--- config.mk ---
export PLATFORM = sky130hd
export DESIGN_NAME = regex_cpu_pipelined_core
export DESIGN_NICKNAME = d
export VERILOG_FILES = /design/src/rtl/instruction_package.sv /design/src/rtl/regex_cpu_pc_fifo.sv /design/src/rtl/regex_cpu_pipelined_core.sv
export SDC_FILE = /design/constraint.sdc
export NUM_CORES = 1
export LEC_CHECK = 0
export CAP_MARGIN = 25
export CORE_AREA = 2 2 121 123
export DETAILED_ROUTE_END_ITERATION = 7
export DIE_AREA = 0 0 123 125
export DONT_BUFFER_PORTS = 1
export MAX_ROUTING_LAYER = met4
export PLACE_DENSITY = 0.53
export SETUP_SLACK_MARGIN = 0.15
export SLEW_MARGIN = 0
export SYNTH_ARGS = -nofsm -noshare
export SYNTH_HDL_FRONTEND = slang
export SYNTH_SLANG_ARGS = --single-unit
--- constraint.sdc ---
create_clock -name clk -period 7.4 [get_ports clk]
set_input_delay 2.22 -clock clk [delete_from_list [all_inputs] [get_ports clk]]
set_output_delay 2.22 -clock clk [all_outputs]
set_load 0.03 [all_outputs]
--- src/rtl/instruction_package.sv ---
// rtl/instruction_package.sv - regex CPU instruction encoding shared by the core and its testbench
package instruction_package;

    localparam int OPCODE_WIDTH   = 3;
    localparam int OPCODE_OFFSET  = 13;
    localparam int OPERAND_WIDTH  = 13;
    localparam int OPERAND_OFFSET = 0;

    typedef enum logic [OPCODE_WIDTH-1:0] {
        ACCEPT                = 3'd0,
        SPLIT                 = 3'd1,
        MATCH_CHAR            = 3'd2,
        NOT_MATCH_CHAR        = 3'd3,
        MATCH_ANY             = 3'd4,
        ACCEPT_PARTIAL        = 3'd5,
        JMP                   = 3'd6,
        END_WITHOUT_ACCEPTING = 3'd7
    } opcode_t;

endpackage

--- src/rtl/regex_cpu_pc_fifo.sv ---
// rtl/regex_cpu_pc_fifo.sv - dual-push single-pop FIFO of {cc_id, pc} successor threads
module regex_cpu_pc_fifo #(
    parameter int PC_WIDTH   = 8,
    parameter int CC_ID_BITS = 2,
    parameter int DEPTH_LOG2 = 2
) (
    input  logic                      clk,
    input  logic                      rst,
    input  logic                      push0_valid,
    input  logic [CC_ID_BITS-1:0]     push0_cc_id,
    input  logic [PC_WIDTH-1:0]       push0_pc,
    input  logic                      push1_valid,
    input  logic [CC_ID_BITS-1:0]     push1_cc_id,
    input  logic [PC_WIDTH-1:0]       push1_pc,
    input  logic                      pop,
    output logic                      head_valid,
    output logic [CC_ID_BITS-1:0]     head_cc_id,
    output logic [PC_WIDTH-1:0]       head_pc,
    output logic [DEPTH_LOG2:0]       free_slots,
    output logic [2**CC_ID_BITS-1:0]  occupied_ccs
);

    localparam int DEPTH = 2 ** DEPTH_LOG2;

    logic [PC_WIDTH-1:0]   mem_pc [DEPTH];
    logic [CC_ID_BITS-1:0] mem_cc [DEPTH];
    logic [DEPTH_LOG2-1:0] rd_ptr;
    logic [DEPTH_LOG2-1:0] wr_ptr;
    logic [DEPTH_LOG2:0]   count;
    logic [DEPTH_LOG2:0]   push_n;
    logic                  do_pop;
    logic [DEPTH_LOG2-1:0] slot_offset;

    assign do_pop     = pop && (count != '0);
    assign push_n     = (DEPTH_LOG2+1)'(push0_valid) + (DEPTH_LOG2+1)'(push1_valid);
    assign head_valid = (count != '0);
    assign head_pc    = head_valid ? mem_pc[rd_ptr] : '0;
    assign head_cc_id = head_valid ? mem_cc[rd_ptr] : '0;
    assign free_slots = (DEPTH_LOG2+1)'(DEPTH) - count;

    // push1 always lands directly behind push0 so a SPLIT pair stays in order
    always_ff @(posedge clk) begin
        if (push0_valid) begin
            mem_pc[wr_ptr] <= push0_pc;
            mem_cc[wr_ptr] <= push0_cc_id;
        end
        if (push1_valid) begin
            mem_pc[wr_ptr + DEPTH_LOG2'(1)] <= push1_pc;
            mem_cc[wr_ptr + DEPTH_LOG2'(1)] <= push1_cc_id;
        end
    end

    always_ff @(posedge clk or negedge rst) begin
        if (!rst) begin
            rd_ptr <= '0;
            wr_ptr <= '0;
            count  <= '0;
        end else begin
            wr_ptr <= wr_ptr + DEPTH_LOG2'(push_n);
            if (do_pop) begin
                rd_ptr <= rd_ptr + DEPTH_LOG2'(1);
            end
            count <= count + push_n - (DEPTH_LOG2+1)'(do_pop);
        end
    end

    always_comb begin
        occupied_ccs = '0;
        slot_offset  = '0;
        for (int i = 0; i < DEPTH; i++) begin
            slot_offset = DEPTH_LOG2'(i) - rd_ptr;
            if ({1'b0, slot_offset} < count) begin
                occupied_ccs[mem_cc[i]] = 1'b1;
            end
        end
    end

endmodule

--- src/rtl/regex_cpu_pipelined_core.sv ---
// rtl/regex_cpu_pipelined_core.sv - fetch/execute regex thread CPU with successor-thread output FIFO
module regex_cpu_pipelined_core
    import instruction_package::*;
#(
    parameter int PC_WIDTH              = 8,
    parameter int CHARACTER_WIDTH       = 8,
    parameter int MEMORY_WIDTH          = 16,
    parameter int MEMORY_ADDR_WIDTH     = 11,
    parameter int FIFO_WIDTH_POWER_OF_2 = 2,
    parameter int CC_ID_BITS            = 2
) (
    input  logic                                        clk,
    input  logic                                        rst,
    input  logic [(2**CC_ID_BITS)*CHARACTER_WIDTH-1:0]  current_characters,
    input  logic [(2**CC_ID_BITS)-1:0]                  end_of_string,
    input  logic                                        input_pc_valid,
    input  logic [CC_ID_BITS-1:0]                       input_cc_id,
    input  logic [PC_WIDTH-1:0]                         input_pc,
    output logic                                        input_pc_ready,
    output logic                                        memory_valid,
    input  logic                                        memory_ready,
    output logic [MEMORY_ADDR_WIDTH-1:0]                memory_addr,
    input  logic [MEMORY_WIDTH-1:0]                     memory_data,
    output logic                                        output_pc_valid,
    output logic [CC_ID_BITS-1:0]                       output_cc_id,
    output logic [PC_WIDTH-1:0]                         output_pc,
    input  logic                                        output_pc_ready,
    output logic                                        accepts,
    output logic [(2**CC_ID_BITS)-1:0]                  elaborating_chars,
    output logic                                        running
);

    localparam int N = 2 ** CC_ID_BITS;

    logic                       f_valid;
    logic                       f_issued;
    logic [PC_WIDTH-1:0]        f_pc;
    logic [CC_ID_BITS-1:0]      f_cc;

    logic                       e_valid;
    logic [PC_WIDTH-1:0]        e_pc;
    logic [CC_ID_BITS-1:0]      e_cc;
    opcode_t                    e_opcode;
    logic [PC_WIDTH-1:0]        e_target;
    logic [CHARACTER_WIDTH-1:0] e_char;

    logic [CHARACTER_WIDTH-1:0] cur_char;
    logic                       eos;
    logic                       push0;
    logic                       push1;
    logic [PC_WIDTH-1:0]        push0_pc;
    logic [CC_ID_BITS-1:0]      push0_cc;
    logic                       accept_hit;
    logic [1:0]                 need;
    logic                       e_retire;
    logic                       e_free;
    logic                       mem_issue;
    logic                       fifo_valid;
    logic [FIFO_WIDTH_POWER_OF_2:0] free_slots;
    logic [N-1:0]               fifo_ccs;
    logic                       unused_memory_bits;

    assign unused_memory_bits = ^memory_data;

    assign input_pc_ready = !f_valid;
    assign e_free         = !e_valid || e_retire;
    // a request is only offered once execute can take the word that comes back next cycle
    assign memory_valid   = f_valid && !f_issued && e_free;
    assign memory_addr    = {{(MEMORY_ADDR_WIDTH-PC_WIDTH){1'b0}}, f_pc};
    assign mem_issue      = memory_valid && memory_ready;

    always_ff @(posedge clk or negedge rst) begin
        if (!rst) begin
            f_valid  <= 1'b0;
            f_issued <= 1'b0;
            f_pc     <= '0;
            f_cc     <= '0;
        end else if (input_pc_valid && input_pc_ready) begin
            f_valid  <= 1'b1;
            f_issued <= 1'b0;
            f_pc     <= input_pc;
            f_cc     <= input_cc_id;
        end else if (f_issued) begin
            f_valid  <= 1'b0;
            f_issued <= 1'b0;
        end else if (mem_issue) begin
            f_issued <= 1'b1;
        end
    end

    always_ff @(posedge clk or negedge rst) begin
        if (!rst) begin
            e_valid  <= 1'b0;
            e_pc     <= '0;
            e_cc     <= '0;
            e_opcode <= ACCEPT;
            e_target <= '0;
            e_char   <= '0;
        end else if (f_issued) begin
            e_valid  <= 1'b1;
            e_pc     <= f_pc;
            e_cc     <= f_cc;
            e_opcode <= opcode_t'(memory_data[OPCODE_OFFSET +: OPCODE_WIDTH]);
            e_target <= memory_data[OPERAND_OFFSET +: PC_WIDTH];
            e_char   <= memory_data[OPERAND_OFFSET +: CHARACTER_WIDTH];
        end else if (e_retire) begin
            e_valid  <= 1'b0;
        end
    end

    always_comb begin
        cur_char   = '0;
        for (int i = 0; i < N; i++) begin
            if (e_cc == CC_ID_BITS'(i)) begin
                cur_char = current_characters[i*CHARACTER_WIDTH +: CHARACTER_WIDTH];
            end
        end
        eos        = end_of_string[e_cc];
        push0      = 1'b0;
        push1      = 1'b0;
        push0_pc   = e_pc + PC_WIDTH'(1);
        push0_cc   = e_cc + CC_ID_BITS'(1);
        accept_hit = 1'b0;
        case (e_opcode)
            ACCEPT:         accept_hit = eos;
            SPLIT: begin
                push0    = 1'b1;
                push1    = 1'b1;
                push0_cc = e_cc;
            end
            MATCH_CHAR:     push0 = !eos && (cur_char == e_char);
            NOT_MATCH_CHAR: push0 = !eos && (cur_char != e_char);
            MATCH_ANY:      push0 = !eos;
            ACCEPT_PARTIAL: accept_hit = 1'b1;
            JMP: begin
                push0    = 1'b1;
                push0_pc = e_target;
                push0_cc = e_cc;
            end
            default: ;
        endcase
    end

    // retire only when every successor fits; a pop in the same cycle is not counted as room
    assign need     = {1'b0, push0} + {1'b0, push1};
    assign e_retire = e_valid && (free_slots >= (FIFO_WIDTH_POWER_OF_2+1)'(need));
    assign accepts  = e_retire && accept_hit;

    regex_cpu_pc_fifo #(
        .PC_WIDTH   (PC_WIDTH),
        .CC_ID_BITS (CC_ID_BITS),
        .DEPTH_LOG2 (FIFO_WIDTH_POWER_OF_2)
    ) u_fifo (
        .clk          (clk),
        .rst          (rst),
        .push0_valid  (e_retire && push0),
        .push0_cc_id  (push0_cc),
        .push0_pc     (push0_pc),
        .push1_valid  (e_retire && push1),
        .push1_cc_id  (e_cc),
        .push1_pc     (e_target),
        .pop          (output_pc_ready),
        .head_valid   (fifo_valid),
        .head_cc_id   (output_cc_id),
        .head_pc      (output_pc),
        .free_slots   (free_slots),
        .occupied_ccs (fifo_ccs)
    );

    assign output_pc_valid   = fifo_valid;
    assign running           = f_valid || e_valid || fifo_valid;
    assign elaborating_chars = fifo_ccs
                             | (f_valid ? (N'(1) << f_cc) : '0)
                             | (e_valid ? (N'(1) << e_cc) : '0);

endmodule

## Word level (Yosys, flattened, before mapping)

Memories as Yosys holds them, arrays and structs flattened.
Cells that the tools add are included.

| storage, ports and cells | value |
|---|---|
| bits in registers | 41 |
| RAM bits | 40 |
| input bits | 67 |
| output and inout bits | 30 |
| logic and storage cells | 126 |
| memories | 2 |

| cells by class | value |
|---|---|
| $add $sub $neg | 14 |
| $lt $le $gt $ge | 14 |
| eq/ne operators | 11 |
| shift operators | 2 |
| muxes and demuxes | 38 |
| bitwise gates (word level) | 5 |
| reduce and logical (&&, ||, !) cells | 28 |

Memories:

| name | depth | width | read ports | clocked after memory_dff | write ports | line | text |
|---|---|---|---|---|---|---|---|
| u_fifo.mem_pc | 4 | 8 | 1 | 0 | 2 | regex_cpu_pc_fifo.sv:25 | `logic [PC_WIDTH-1:0] mem_pc [DEPTH];` |
| u_fifo.mem_cc | 4 | 2 | 5 | 0 | 2 | regex_cpu_pc_fifo.sv:26 | `logic [CC_ID_BITS-1:0] mem_cc [DEPTH];` |

Operators by type and width:

| cell | count |
|---|---|
| $mux 8 | 6 |
| $mux 4 | 6 |
| $or 4x4->4 | 5 |
| $mux 1 | 17 |
| $logic_and 1x1->1 | 15 |
| $lt 2x3->1 const B | 5 |
| $lt 2x3->1 | 4 |
| $eq 3x3->1 const B | 3 |
| $add 8x1->8 const B | 1 |
| $demux 1 s2 | 4 |
| $eq 8x8->1 | 1 |
| $ge 2x1->1 const B | 4 |
| $ne 8x8->1 | 1 |
| $shl 1x2->4 const A | 2 |
| $add 2x1->2 const B | 3 |
| $eq 3x2->1 const B | 2 |
| $add 1x1->2 | 2 |
| $eq 2x2->1 const B | 2 |
| $logic_not 1->1 | 4 |
| $mux 2 | 2 |
| $pmux 1 s4 | 1 |
| $reduce_bool 2->1 | 2 |
| $sub 1x2->2 const A | 2 |
| $sub 2x2->2 const A | 2 |
| other kinds (14) | 16 |

## Logic depth before layout (Yosys ltp)

| logic depth | value |
|---|---|
| depth in word-level cells | 17 |
| depth in mapped cells | 25 |
| depth with buffers taken out | 24 |

## By module

From an unflattened synthesis, not the netlist that was laid out.

| second synthesis, totals | value |
|---|---|
| cell total of the unflattened synthesis | 398 |
| area, all modules | 4842.1 sq um |

Modules (own cells, without submodules):

| module | times used | cells an instance | area each (sq um) | sequential area each (sq um) |
|---|---|---|---|---|
| regex_cpu_pc_fifo | 1 | 192 | 2727.6 | 1376.3 |
| regex_cpu_pipelined_core | 1 | 206 | 2114.5 | 850.8 |

## Worst setup path before layout

No wires, ideal clock.

| timing path | value |
|---|---|
| path kind | input to output |
| start | input port current_characters[8] |
| end | output port accepts |
| arrival | 4875 ps |
| data required time | 5180 ps |
| setup slack | 305 ps |
| stages on the path | 13 |
| buffers on the path | 0 |
| cells stage by stage | a211oi_1 > a221oi_1 > xnor2_1 > nand3_2 > nor4_4 > or3_1 > nand3_1 > ha_1 > ha_1 > nand2b_1 > a21oi_1 > nor2b_1 > nor3b_1 |

| between the ends | value |
|---|---|
| longest elaborated chain between the ends | 10 |
| elaborated cells between the ends (all ways) | 12 |
| those cells by class | 1 x add/sub; 1 x order compare; 2 x eq/ne; 4 x mux; 4 x reduce/logical |

RTL lines:

| item | line | text |
|---|---|---|
| start: declaration | regex_cpu_pipelined_core.sv:14 | `input logic [(2**CC_ID_BITS)*CHARACTER_WIDTH-1:0] current_characters,` |
| $mux 8 (*) (3 in a row) | regex_cpu_pipelined_core.sv:114 | `if (e_cc == CC_ID_BITS'(i)) begin` |
| $ne 8x8->1 / $eq 8x8->1 (equally long branches) | regex_cpu_pipelined_core.sv:132, regex_cpu_pipelined_core.sv:131 |  |
| $logic_and 1x1->1, on equally long branches | regex_cpu_pipelined_core.sv:132, regex_cpu_pipelined_core.sv:131 |  |
| $pmux 1 s4 (*) | regex_cpu_pipelined_core.sv:124 | `case (e_opcode)` |
| $add 1x1->2 (*) | regex_cpu_pipelined_core.sv:145 | `assign need = {1'b0, push0} + {1'b0, push1};` |
| $ge 3x2->1 (*) | regex_cpu_pipelined_core.sv:146 | `assign e_retire = e_valid && (free_slots >= (FIFO_WIDTH_POWER_OF_2+1)'(need));` |
| $logic_and 1x1->1 (*) | regex_cpu_pipelined_core.sv:146 |  |
| $logic_and 1x1->1 (*) | regex_cpu_pipelined_core.sv:147 | `assign accepts = e_retire && accept_hit;` |
| end: declaration | regex_cpu_pipelined_core.sv:28 | `output logic accepts,` |

Mark *: on every way between the ends. The rest lies on a longest branch, timed or not.

## Final worst setup path

| timing path | value |
|---|---|
| start | input port current_characters[0] |
| end | output port memory_valid |

| between the ends | value |
|---|---|
| longest elaborated chain between the ends | 12 |
| elaborated cells between the ends (all ways) | 14 |
| those cells by class | 1 x add/sub; 1 x order compare; 2 x eq/ne; 5 x mux; 5 x reduce/logical |

RTL lines:

| item | line | text |
|---|---|---|
| $mux 8 (*) (4 in a row) | regex_cpu_pipelined_core.sv:114 |  |
| $ne 8x8->1 / $eq 8x8->1 (equally long branches) | regex_cpu_pipelined_core.sv:132, regex_cpu_pipelined_core.sv:131 |  |
| $logic_and 1x1->1, on equally long branches | regex_cpu_pipelined_core.sv:132, regex_cpu_pipelined_core.sv:131 |  |
| $pmux 1 s4 (*) | regex_cpu_pipelined_core.sv:124 |  |
| $add 1x1->2 (*) | regex_cpu_pipelined_core.sv:145 |  |
| $ge 3x2->1 (*) | regex_cpu_pipelined_core.sv:146 |  |
| $logic_and 1x1->1 (*) | regex_cpu_pipelined_core.sv:146 |  |
| $logic_or 1x1->1 (*) | regex_cpu_pipelined_core.sv:66 | `assign e_free = !e_valid \|\| e_retire;` |
| $logic_and 1x1->1 (*) | regex_cpu_pipelined_core.sv:68 | `assign memory_valid = f_valid && !f_issued && e_free;` |
| end: declaration | regex_cpu_pipelined_core.sv:20 | `output logic memory_valid,` |

Marked as above.

==> flow_metrics.py <==
metrics = {
    "floorplan": {
        "num_io_pins": 97,
        "start_util": 0.337,
        "die_h_um": 125,
        "fp.dieW_um": 123,
        "core_area_sq_mm": 0.0142,
        "die-area_sq_mm": 0.0154,
        "num_rows": 44,
    },
    "setup_path": {
        "crit_type": "primary input to output pin",
        "cp-end-kind": "output pin",
        "cp_max_fo": 3,
        "critPathBufInv": 3,
        "startpoint_type": "primary input",
        "cp.required_ns": 5.18,
        "critPathSlowestCell": "nor4_4",
        "rr_startpoint": "e_cc[1]",
        "cp_top_family": "simple AND/OR/NAND/NOR gates",
        "path_cells": "nand3b_1, a221oi_2, buf_4, xnor2_2, nand3_2, nor4_4, or3_1, nand3_2, ha_4, ha_1, nand2b_4, a21oi_2, a21oi_2, inv_1, nor2_1, buf_4",
        "critPathArrivalTime_ns": 4.84,
        "crit_start": "current_characters[0]",
        "cp_slowest_stage_delay_ns": 0.39,
    },
    "place": {
        "gp_congestion": 0.865,
        "dp_cells": 577,
        "port_buffers": 0,
        "place_hpwl_um": 8540,
        "place_area_sq_mm": 0.00497,
    },
    "yosys": {
        "yosys_register_bits": 81,
        "synth_cell_types": 60,
        "synthArstFlopShare": 0.506,
        "yosysSeqAreaShare": 0.465,
        "syn_inst": 405,
        "syn_area_per_cell_sq_um": 11.8,
        "netlist_area_sq_mm": 0.00479,
        "synth-warning-count": 0,
        "synth_edf_count": 40,
        "synth_flop_cell": "dfrtp_1",
    },
    "timing": {
        "hold_viol_final": 0,
        "setup_tns_ns": 0,
        "worstMarginPinSlew_ns": 1.00,
        "fmaxAchievable_ghz": 0.142,
        "setup_viol": 0,
        "finalCritPeriodShare": 0.953,
        "hold_ws_ns": 0.533,
        "min_period_ns": 7.06,
        "rsz0062_at_grt": "no",
        "slew_headroom": 0.333,
        "finClkSkew_ns": 0.00735,
        "finalMaxSlewViolations": 0,
    },
    "layout": {
        "ff_latch_area_sq_mm": 0.00223,
        "layout.cells.non_filler": 596,
        "nets": 494,
        "final_util": 0.377,
        "multi_input_area_sq_mm": 0.00245,
        "area_growth_pct": 11.7,
        "nFillCells": 1395,
        "drive_gt1_frac": 0.269,
        "n_antenna_cell": 0,
        "final_area_sq_mm": 0.00535,
    },
    "cts": {
        "cts_tree": "yes",
        "clock_latency_ns": 0.33,
        "cts_sinks": 81,
        "clock-root-buffer": "clkbuf_16",
        "cts.path.max_buffers": 2,
        "hold_buffers": 0,
        "cts_max_level": 3,
        "cts_buffers": 9,
        "clkTransAtPathRegs_ns": 0.06,
    },
    "min_path": {
        "hold_path_class": "flop to flop",
        "worstHoldStart": "e_pc[7]",
    },
    "grt": {
        "grt_pass1_vias": 3096,
        "track_usage": 0.158,
        "grt_overflow": 0,
        "grt_max_degree": 42,
        "antenna_found_initial": 0,
        "grt_pass1_wl_um": 17800,
    },
    "drt": {
        "routed_wl_um": 11400,
        "vias": 3156,
        "drt_first_pass_iters": 7,
        "drcViolationCount": 0,
        "ant_nets": 0,
        "via_per_inst": 5.30,
        "avgRoutedWirePerCell_um": 19.1,
        "first_iter_violations": 149,
    },
    "job": {
        "maxCapViolCount": 0,
    },
    "power": {
        "power.leakage_nw": 2.00,
        "p_per_area_mw_per_mm2": 543,
        "peakVddDrop_mv": 0.229,
    },
    "run_status": {
        "status": "completed",
    },
}
==> cell type report <==
cell class | count | share of cell area
well taps | 184 | 0.0430
multi-input cells | 285 | 0.457
clock buffers | 11 | 0.0453
inverters | 20 | 0.0140
clock inverters | 5 | 0.0105
repair buffers | 10 | 0.0140
flip-flops and latches | 81 | 0.416
==> logic make-up after synthesis <==
group,share of synthesized area
adders and majority gates,0.0538
xor gates and xnor gates,0.0329
buffers and inverters,0.0384
DFF,0.465
AOI/OAI and AO/OA,0.103
muxes,0.179
and+or+nand+nor,0.127
other,0.000783
==> through the flow <==
step           total power, mW  setup slack, ns
6_report                  2.91            0.344
3_3_place_gp              2.38            0.234
4_1_cts                   2.87            0.244
5_1_grt                   3.11            0.162
2_1_floorplan             2.08            0.305
3_5_place_dp              2.41            0.249
==> synthesized netlist by cell type (6+ instances only) <==
| cell | n | area share |
|---|---|---|
| a21oi_1 | 20 | 0.021 |
| and2_1 | 12 | 0.016 |
| clkbuf_1 | 8 | 0.0063 |
| dfrtp_1 | 41 | 0.21 |
| edfxtp_1 | 40 | 0.25 |
| ha_1 | 19 | 0.050 |
| inv_1 | 17 | 0.013 |
| mux2_1 | 9 | 0.021 |
| mux2_2 | 44 | 0.10 |
| mux4_2 | 11 | 0.052 |
| nand2_1 | 17 | 0.013 |
| nand2b_1 | 6 | 0.0078 |
| nor2_1 | 23 | 0.018 |
| o21ai_0 | 20 | 0.021 |
| o22ai_1 | 8 | 0.010 |
| or3_1 | 9 | 0.012 |
| xnor2_1 | 14 | 0.026 |
==> layer usage <==
layer  up-vias  global-route usage  wire (um)  share of wire
li1       1500                   -          -              -
met1      1528               0.215       5270           0.46
met2       111               0.232       5250           0.46
met3        17              0.0370        605          0.053
met4         0              0.0515        257          0.023
met5         -                   -          0              0
==> power breakdown <==
part / internal, mW / leakage [nW] / switching (mW)
logic: 0.629 / 1.00 / 0.797
clock network: 0.270 / 0.145 / 0.178
registers: 0.728 / 0.850 / 0.304
==> cell usage in the layout (no fill, tap or decap), drive strengths merged, types with 5 or more instances in the layout <==
cell type	instances
mux4	11
nor2	24
nand3	7
xnor2	14
and2	12
o22ai	8
dfrtp	41
inv	19
mux2	54
a221oi	10
nor2b	5
o21ai	25
nand2b	6
nand2	17
buf	10
nor3b	5
a21oi	21
edfxtp	40
ha	19
clkbuf	11
or3	9
==> state kept, by name, summed over array words and instances (netlist names), 3 cells and up <==
register       flops
f_pc               8
u_fifo.mem_pc     32
u_fifo.count       3
e_pc               8
u_fifo.mem_cc      8
e_char             8
e_opcode           3
==> repair_timing <==
item / 4_1_cts / 5_1_grt
resized for setup: 0 / 10
endpoints found under the setup margin: 0 / 2
setup buffers: 0 / 2
==> worst paths after layout <==
kind                              endpoint  slack, ns  cells after the start
max                           memory_valid       0.34                     16
min                                e_pc[7]       0.53                      1
max reg2reg                u_fifo.count[2]       2.10                     24
min reg2reg                        e_pc[7]       0.53                      1
max in group asynchronous          e_pc[4]       5.73                      0
min in group asynchronous  u_fifo.count[0]       1.58                      0
Note: power is estimated with default switching activity, not from simulation.
